## src/rtl/clint_rtc_ctrl.sv

```systemverilog
// clint_rtc_ctrl: programmable RTC tick generator for the CLINT rtc_i input,
// with enable, runtime divisor, debug-halt freeze and a tick counter.
module clint_rtc_ctrl #(
    parameter int DIV_WIDTH   = 16,
    parameter int DEFAULT_DIV = 2,
    parameter bit AUTO_START  = 1'b1
) (
    input  logic        aclk,
    input  logic        areset,
    input  logic        debug_halt_i,
    input  logic        cfg_req_i,
    input  logic        cfg_we_i,
    input  logic [1:0]  cfg_addr_i,
    input  logic [31:0] cfg_wdata_i,
    output logic        cfg_gnt_o,
    output logic        cfg_rvalid_o,
    output logic [31:0] cfg_rdata_o,
    output logic        rtc_o,
    output logic        rtc_tick_o
);
    typedef enum logic [1:0] {IDLE, RUN, HALTED} state_t;

    state_t                state;
    logic                  en, hod;
    logic [DIV_WIDTH-1:0]  div, per, cnt;
    logic [31:0]           tickcnt;
    logic                  wr, halt, wrap;
    logic [DIV_WIDTH-1:0]  div_eff, cnt_inc;
    logic [31:0]           rd_mux;

    assign cfg_gnt_o = cfg_req_i;
    assign wr        = cfg_req_i & cfg_we_i;
    assign halt      = hod & debug_halt_i;
    assign div_eff   = (div < DIV_WIDTH'(2)) ? DIV_WIDTH'(2) : div;
    assign cnt_inc   = cnt + DIV_WIDTH'(1);
    assign wrap      = cnt == per - DIV_WIDTH'(1);

    always_comb
        rd_mux = (cfg_addr_i == 2'd0) ? {30'b0, hod, en} :
                 (cfg_addr_i == 2'd1) ? 32'(div) :
                 (cfg_addr_i == 2'd2) ? tickcnt : 32'b0;

    // FSM and register file share one block; the FSM sees the pre-write
    // register values, so config writes act the cycle after grant.
    always_ff @(posedge aclk or posedge areset) begin
        if (areset) begin
            state        <= IDLE;
            en           <= AUTO_START;
            hod          <= 1'b0;
            div          <= DIV_WIDTH'(DEFAULT_DIV);
            per          <= DIV_WIDTH'(2);
            cnt          <= '0;
            tickcnt      <= '0;
            rtc_o        <= 1'b0;
            rtc_tick_o   <= 1'b0;
            cfg_rvalid_o <= 1'b0;
            cfg_rdata_o  <= '0;
        end else begin
            cfg_rvalid_o <= cfg_req_i;
            cfg_rdata_o  <= (cfg_req_i & ~cfg_we_i) ? rd_mux : 32'b0;
            if (wr && cfg_addr_i == 2'd0) begin
                en  <= cfg_wdata_i[0];
                hod <= cfg_wdata_i[1];
            end
            if (wr && cfg_addr_i == 2'd1)
                div <= cfg_wdata_i[DIV_WIDTH-1:0];
            tickcnt    <= (wr && cfg_addr_i == 2'd2) ? cfg_wdata_i : tickcnt + 32'(rtc_tick_o);
            rtc_tick_o <= 1'b0;
            case (state)
                IDLE: if (en) begin
                    state      <= RUN;
                    cnt        <= '0;
                    per        <= div_eff;
                    rtc_o      <= 1'b1;
                    rtc_tick_o <= 1'b1;
                end
                RUN, HALTED: begin
                    if (!en) begin
                        state <= IDLE;
                        cnt   <= '0;
                        rtc_o <= 1'b0;
                    end else if (halt) begin
                        state <= HALTED;
                    end else begin
                        state      <= RUN;
                        cnt        <= wrap ? '0 : cnt_inc;
                        per        <= wrap ? div_eff : per;
                        rtc_o      <= wrap | (cnt_inc < (per >> 1));
                        rtc_tick_o <= wrap;
                    end
                end
                default: state <= IDLE;
            endcase
        end
    end
endmodule

```

## config.mk

```make
export PLATFORM = sky130hd
export DESIGN_NAME = clint_rtc_ctrl
export DESIGN_NICKNAME = d
export VERILOG_FILES = /design/src/rtl/clint_rtc_ctrl.sv
export SDC_FILE = /design/constraint.sdc
export NUM_CORES = 1
export LEC_CHECK = 0
export ABC_CLOCK_PERIOD_IN_PS = 5200
export CAP_MARGIN = 10
export CORE_ASPECT_RATIO = 1.1
export CORE_MARGIN = 5
export CORE_UTILIZATION = 50
export CTS_CLUSTER_SIZE = 10
export DETAILED_ROUTE_END_ITERATION = 6
export DONT_BUFFER_PORTS = 1
export GPL_ROUTABILITY_DRIVEN = 0
export GPL_TIMING_DRIVEN = 0
export MAX_ROUTING_LAYER = met4
export PLACE_DENSITY = 0.75
export SLEW_MARGIN = 15
export SYNTH_ARGS = -nofsm -noshare
export SYNTH_HDL_FRONTEND = slang
export SYNTH_SLANG_ARGS = --single-unit
```

## constraint.sdc

```tcl
create_clock -name aclk -period 5.2 [get_ports aclk]
set_clock_uncertainty 0.2 [all_clocks]
set_input_delay 1.04 -clock aclk [delete_from_list [all_inputs] [get_ports aclk]]
set_output_delay 1.04 -clock aclk [all_outputs]
set_load 0.005 [all_outputs]
```

==> results of run 1 <==
==> where the power goes <==
part / switching [W] / internal [W]
logic: 0.000536 / 0.000480
clock network: 0.000413 / 0.000683
registers: 0.000258 / 0.00113
total: 0.00121 / 0.00229
==> final timing paths <==
kind	start	to	slack, ns
max	per[0]$_DFFE_PP0P_	per[2]$_DFFE_PP0P_	1.21
min	areset	cfg_rdata_o[26]$_DFF_PP0_	0.28
max reg2reg	per[0]$_DFFE_PP0P_	per[2]$_DFFE_PP0P_	1.21
min reg2reg	tickcnt[29]$_DFF_PP0_	cfg_rdata_o[29]$_DFF_PP0_	0.32
max in group asynchronous	areset	per[1]$_DFFE_PP1P_	3.78
min in group aclk	tickcnt[29]$_DFF_PP0_	cfg_rdata_o[29]$_DFF_PP0_	0.32
==> routing by layer <==
metal | wire, um | share of wire [%] | global-route usage, % | vias to the layer above
li1 | - | - | - | 2257
met1 | 5790 | 39 | 22.9 | 2336
met2 | 7820 | 53 | 35.7 | 144
met3 | 703 | 4.8 | 5.03 | 35
met4 | 479 | 3.2 | 9.56 | 0
met5 | 0 | 0 | - | -
==> worst max-delay path: cells and delay by family, from the launching register on <==
kind,cells,cell delay [ns]
AND/OR/NAND/NOR,3,1.46
AO/OA/AOI/OAI,2,0.45
buffers and inverters,3,0.48
flip-flops,1,0.43
multiplexers,2,0.54
adder cells (fa/ha/maj),1,0.31
==> registers in the layout, summed over array words and instances, names as in the netlist <==
| register | flops |
|---|---|
| cfg_rdata_o | 32 |
| tickcnt | 32 |
| cnt | 16 |
| div | 16 |
| per | 16 |
| state | 2 |
| cfg_rvalid_o | 1 |
| en | 1 |
| hod | 1 |
| rtc_o | 1 |
| rtc_tick_o | 1 |
==> metrics by stage <==
stage          TNS, ns  util, %  cells  cell area [um2]  power (W)
2_1_floorplan        0        -    635             6340    0.00212
3_3_place_gp    -30.78     52.1    792             6530    0.00234
3_5_place_dp         0     52.4    793             6570    0.00240
4_1_cts              0     56.9    825             7130    0.00351
5_1_grt              0     56.9    825             7130    0.00370
6_report             0     56.9    825             7130    0.00350
==> cell type report <==
cell class              instances  area share, %
clock inverters                10           1.37
repair buffers                  1          0.386
plain buffers                  25           1.83
multi-input cells             464           43.8
clock buffers                  22           6.51
flip-flops and latches        119           41.8
well taps                     157           2.76
inverters                      27           1.49
==> layout by cell type (no fill, tap or decap), types with 4 or more instances in the layout <==
master,Yosys,final
and3_1,9,9
mux2_2,27,27
clkbuf_1,20,23
inv_1,27,26
nand3_1,24,24
and2_1,20,20
o2111ai_1,6,6
o21ai_0,14,14
nor2b_1,10,10
or4_1,5,5
xor2_1,27,27
dfrtp_1,116,116
nor4_1,7,7
and4_1,7,7
nand2_1,52,52
a22oi_1,14,14
nand4_1,6,6
nand2b_1,9,9
mux2i_1,5,5
a21oi_1,39,39
ha_1,20,20
nor3_1,15,15
xnor2_1,29,29
a21o_1,4,4
nor2_1,70,70
mux2_4,7,7
or2_2,7,7
clkbuf_16,0,17
==> cell families after synthesis <==
kind of cell	synth area share, %
AO/OA/AOI/OAI	10.1
XOR/XNOR	8.09
adder cells (fa/ha/maj)	3.95
buffers and inverters	3.65
flip-flops	47.0
multiplexers	7.25
AND/OR/NAND/NOR	19.9
==> metrics.md, run 1 <==
| Metric | Value |
|---|---|
| Status | `finished, final reports clean` |
| Pwr per Cell Area | `approximately 490 nW/um2` |
| WL final | `approximately 15000 um` |
| Synth Instances | `~640` |
| DIE HEIGHT | `128 um` |
| IO Pins | `between 70 and 80` |
| CTS H-tree lvls | `4` |
| Gr usage total | `20.8%` |
| Post-route ant nets | `0` |
| Vias per inst | `5.78` |
| CTS Hold Bufs | `0` |
| RSZ-0062 raised after global routing | `false` |
| Clk slew on worst S/H paths | `0.05 ns` |
| Row cnt | `43` |
| Most common cell in the netlist | `dfrtp_1` |
| Diode count | `0` |
| Seq/Total Area, Yosys | `between 40% and 50%` |
| Die area | `between 15000 and 20000 um2` |
| Bufs on Longest Clock Path | `2` |
| Crit-path cells | `inv_1 > ha_1 > or4b_1 > nor4_1 > mux2i_1 > o22ai_1 > or4_1 > buf_6 > a21boi_4 > buf_12 > mux2_4` |
| CTS tree | `yes` |
| Worst Setup Path Type | `reg2reg` |
| Yosys warnings | `0` |
| Yosys cell types | `between 50 and 60` |
| Vias in the first global route | `between 5000 and 6000` |
| Largest net degree at the start of global routing | `84` |
| Maximum fanout along the worst path | `10` |
| Final setup violation count | `0` |
| Slew HR | `a little over two fifths` |
| Core area | `~13000 um2` |
| Hpwl dp | `~11000 um` |
| Asr flop ratio synth | `between 90% and 100%` |
| Initial Util | `between 50% and 60%` |
| I/O Buffers | `0` |
| Via count | `approximately 4800` |
| R2R depth | `11` |
| DRT Pass-1 Iters | `6` |
| Final min period | `~4.0 ns` |
| CP Capture Type | `flop` |
| DR WL/cell | `~18 um` |
| Final WS setup | `1.21 ns` |
| CP max stage delay | `around 0.62 ns` |
| DRC Markers | `0` |
| DRT iter0 DRCs | `between 300 and 400` |
| Post-synthesis instance area | `6340 um2` |
| Fin nets | `just over 700` |
| Main synth FF type | `dfrtp_1` |
| Die X | `approximately 120 um` |
| Top-area cell type share of the netlist area | `45.8%` |
| Max_cap viols | `0` |
| Area leader, netlist | `dfrtp_1` |
| Worst path slowest cell | `or4b_1` |
| Fmax | `about 0.25 GHz` |
| CP arrival | `4.08 ns` |
| Register area | `a little under 3000 um2` |
| Seq cells post-synth | `119` |
| Multi-input logic area | `around 3100 um2` |
| Tightest Pin Transition | `0.850 ns` |
| Peak supply drop | `between 300 and 400 uV` |
| Clock sink count | `~120` |
| Final critical-path share of the clock period | `between 70% and 80%` |
| Leakage power | `3.11 nW` |
| Worst EP required | `5.28 ns` |
| Min Hold Slack | `between 0.2 and 0.3 ns` |
| Post-Syn Nets | `slightly below 700` |
| First-pass GRT wire length | `24600 um` |
| Startpoint Class | `flop` |
| Slew Limit Fails | `0` |
| Cts repair resizes | `0` |
| Fillcell total | `a little over 1000` |
| Post CTS Setup Buffer Count | `0` |
| Final hold violation count | `0` |
| Initial antenna violation count | `0` |
| Root buf cell | `clkbuf_16` |
| Avg Cell Area, Syn | `approximately 10 um2` |
| Post-synth top cells | `116 x dfrtp_1, 70 x nor2_1, 52 x nand2_1, 39 x a21oi_1, 29 x xnor2_1` |
| Synth area leaders | `dfrtp_1 46%, mux2_2 4.8%, nor2_1 4.1%, xnor2_1 4.0%, ha_1 3.9%` |
| EDFF count, synth | `0` |
| Skew-Pair Late Insertion Delay | `0.41 ns` |
| Place WS | `1.28 ns` |
| Area growth from synthesis to layout | `12.5%` |
| Congestion Overflow GR | `0` |
| Layout cells sized above 1 | `12.3%` |
| Hold Path Class | `in2async` |
| CTS buffer count | `17` |
Note: power is estimated with default switching activity, not from simulation.
==> run 2: changes to the inputs <==
ABC_CLOCK_PERIOD_IN_PS = 4190   (was 5200)
clock period = 4.19 ns   (was 5.2 ns; I/O delays follow)
==> run 2 against run 1 <==
  * Die area unchanged
  * Core utilization up 0.060 points
  * Count of clock-buffer cells in the layout down 1
  * Sequential share of layout area about the same
  * Global-route usage up 0.19 points
  * Sequential cell count unchanged
  * Routed wire length up 1.5%
  * Combinational power up 25%
  * Register-to-register slack worse by 1.0 ns
  * Power up 23%
  * Non-clock buffer count up 2
  * Largest cell class unchanged
  * Largest power group unchanged
  * Highest routed layer unchanged
==> metrics.md, run 2 (synthesis results as in run 1) <==
| Metric | Value |
|---|---|
| Status | `finished, final reports clean` |
| Area growth from synthesis to layout | `12.6%` |
| Layout cells sized above 1 | `between 10% and 20%` |
| Pwr per Cell Area | `602 nW/um2` |
| Final critical-path share of the clock period | `95.1%` |
| Post CTS Setup Buffer Count | `0` |
| Clk slew on worst S/H paths | `0.06 ns` |
| IO Pins | `75` |
| Max_cap viols | `0` |
| DRT iter0 DRCs | `263` |
| Place WS | `about 0.30 ns` |
| Die area | `15000 um2` |
| Via count | `4865` |
| First-pass GRT wire length | `25000 um` |
| Initial Util | `approximately 51%` |
| DP Area | `approximately 6600 um2` |
| CTS tree | `yes` |
| Min Hold Slack | `around 0.14 ns` |
| Fin nets | `just over 700` |
| Final Cell Area | `~7100 um2` |
| Startpoint Class | `flop` |
| DRC Markers | `0` |
| Setup_tns | `0 ns` |
| Leakage power | `slightly above 3 nW` |
| Diode count | `0` |
| Largest net degree at the start of global routing | `38` |
| Maximum fanout along the worst path | `10` |
| Most frequent cells in the layout | `116 x dfrtp_1, 70 x nor2_1, 52 x nand2_1` |
| Final WS setup | `roughly 0.21 ns` |
| Final hold violation count | `0` |
| Peak supply drop | `291 uV` |
| Slew Limit Fails | `0` |
| Tightest Pin Transition | `0.880 ns` |
| Worst Setup Path Type | `reg2reg` |
| CTS Hold Bufs | `0` |
| CP arrival | `~4 ns` |
| Core area | `12500 um2` |
| Bufs on Longest Clock Path | `2` |
| Vias per inst | `roughly 6` |
| R2R depth | `11` |
| CP Capture Type | `flop` |
| Fmax | `0.251 GHz` |
| Post-route ant nets | `0` |
| I/O Buffers | `0` |
| Cts repair resizes | `0` |
| Initial antenna violation count | `0` |
| Top Registers | `cfg_rdata_o x32, tickcnt x32` |
| Vias in the first global route | `about 5100` |
| DR WL/cell | `18.2 um` |
| CTS H-tree lvls | `4` |
| CTS buffer count | `17` |
| WL final | `15000 um` |
| Clock sink count | `~120` |
| DIE HEIGHT | `128 um` |
| Root buf cell | `clkbuf_16` |
| Die X | `approximately 120 um` |
| Slew HR | `about two fifths` |
| Worst reg2reg endpoint | `per[7]$_DFFE_PP0P_` |
| DRT Pass-1 Iters | `5` |
| Commonest non-fill, non-tap cell in the layout | `dfrtp_1` |
| Worst EP required | `4.27 ns` |
| Hold Path Class | `in2async` |
| R2r startpoint | `per[0]$_DFFE_PP0P_` |
| RSZ-0062 raised after global routing | `false` |
| Final min period | `roughly 4.0 ns` |
| Row cnt | `43` |
| Congestion Overflow GR | `0` |
| Gr usage total | `a little over a fifth` |
| Final setup violation count | `0` |
| Hpwl dp | `11300 um` |
| Worst R2R Setup Slack | `between 0.2 and 0.25 ns` |
| Skew-Pair Late Insertion Delay | `0.41 ns` |
## run 2: changes by cell type in the layout (fill, tap and decap cells not counted), sizes merged
cell      before  now
bufinv         1    0
clkinv         5    8
buf            6    8
clkbuf        42   41
clkinvlp       3    4
inv           28   26
## run 2: worst max path at each step
stage                  startpoint            endpoint  slack (ns)
3_5_place_dp   per[0]$_DFFE_PP0P_  per[4]$_DFFE_PP0P_        0.30
4_1_cts        per[0]$_DFFE_PP0P_  per[7]$_DFFE_PP0P_        0.25
3_3_place_gp   per[0]$_DFFE_PP0P_  per[4]$_DFFE_PP0P_        0.32
5_1_grt        per[0]$_DFFE_PP0P_  per[7]$_DFFE_PP0P_        0.03
2_1_floorplan  per[0]$_DFFE_PP0P_  per[2]$_DFFE_PP0P_        0.72
6_report       per[0]$_DFFE_PP0P_  per[7]$_DFFE_PP0P_        0.21
## run 2: worst max-delay path, cell delays in order (launching register included)
cell and delay, ns:
dfrtp_1 0.43, inv_1 0.12, ha_1 0.30, or4b_1 0.62, nor3_1 0.31, o2111a_1 0.23
nor3_1 0.05, or4_1 0.56, buf_6 0.17, a21boi_4 0.34, buf_12 0.20, mux2_4 0.30
## run 2: cell type report
class,count,area (um2)
Clock buffer,21,460
Fill cell,1000,5400
Inverter,27,105
Sequential cell,119,2980
Multi-Input combinational cell,464,3120
Buffer,25,130
Tap cell,157,196
Clock inverter,11,77.6
Timing Repair Buffer,3,60.1
## run 2: power breakdown
part           total (W)  leakage, nW  switching, W  internal [W]
registers        0.00173         1.47      0.000328       0.00140
logic            0.00127         1.38      0.000673      0.000598
clock network    0.00130        0.259      0.000511      0.000784
total            0.00430         3.11       0.00151       0.00279
## run 2: metrics by stage
stage / util, % / power [W] / cells
2_1_floorplan: - / 0.00264 / 635
3_3_place_gp: 52.2 / 0.00290 / 792
3_5_place_dp: 52.6 / 0.00298 / 795
4_1_cts: 56.9 / 0.00430 / 827
5_1_grt: 56.9 / 0.00454 / 827
6_report: 56.9 / 0.00430 / 827
## run 2: metal layers
layer	part of all wire, %	GRT usage (%)	wire length (um)
met3	5.5	5.25	821
met2	52	35.8	7850
met1	38	22.9	5770
met4	3.8	10.6	573
met5	0	-	0
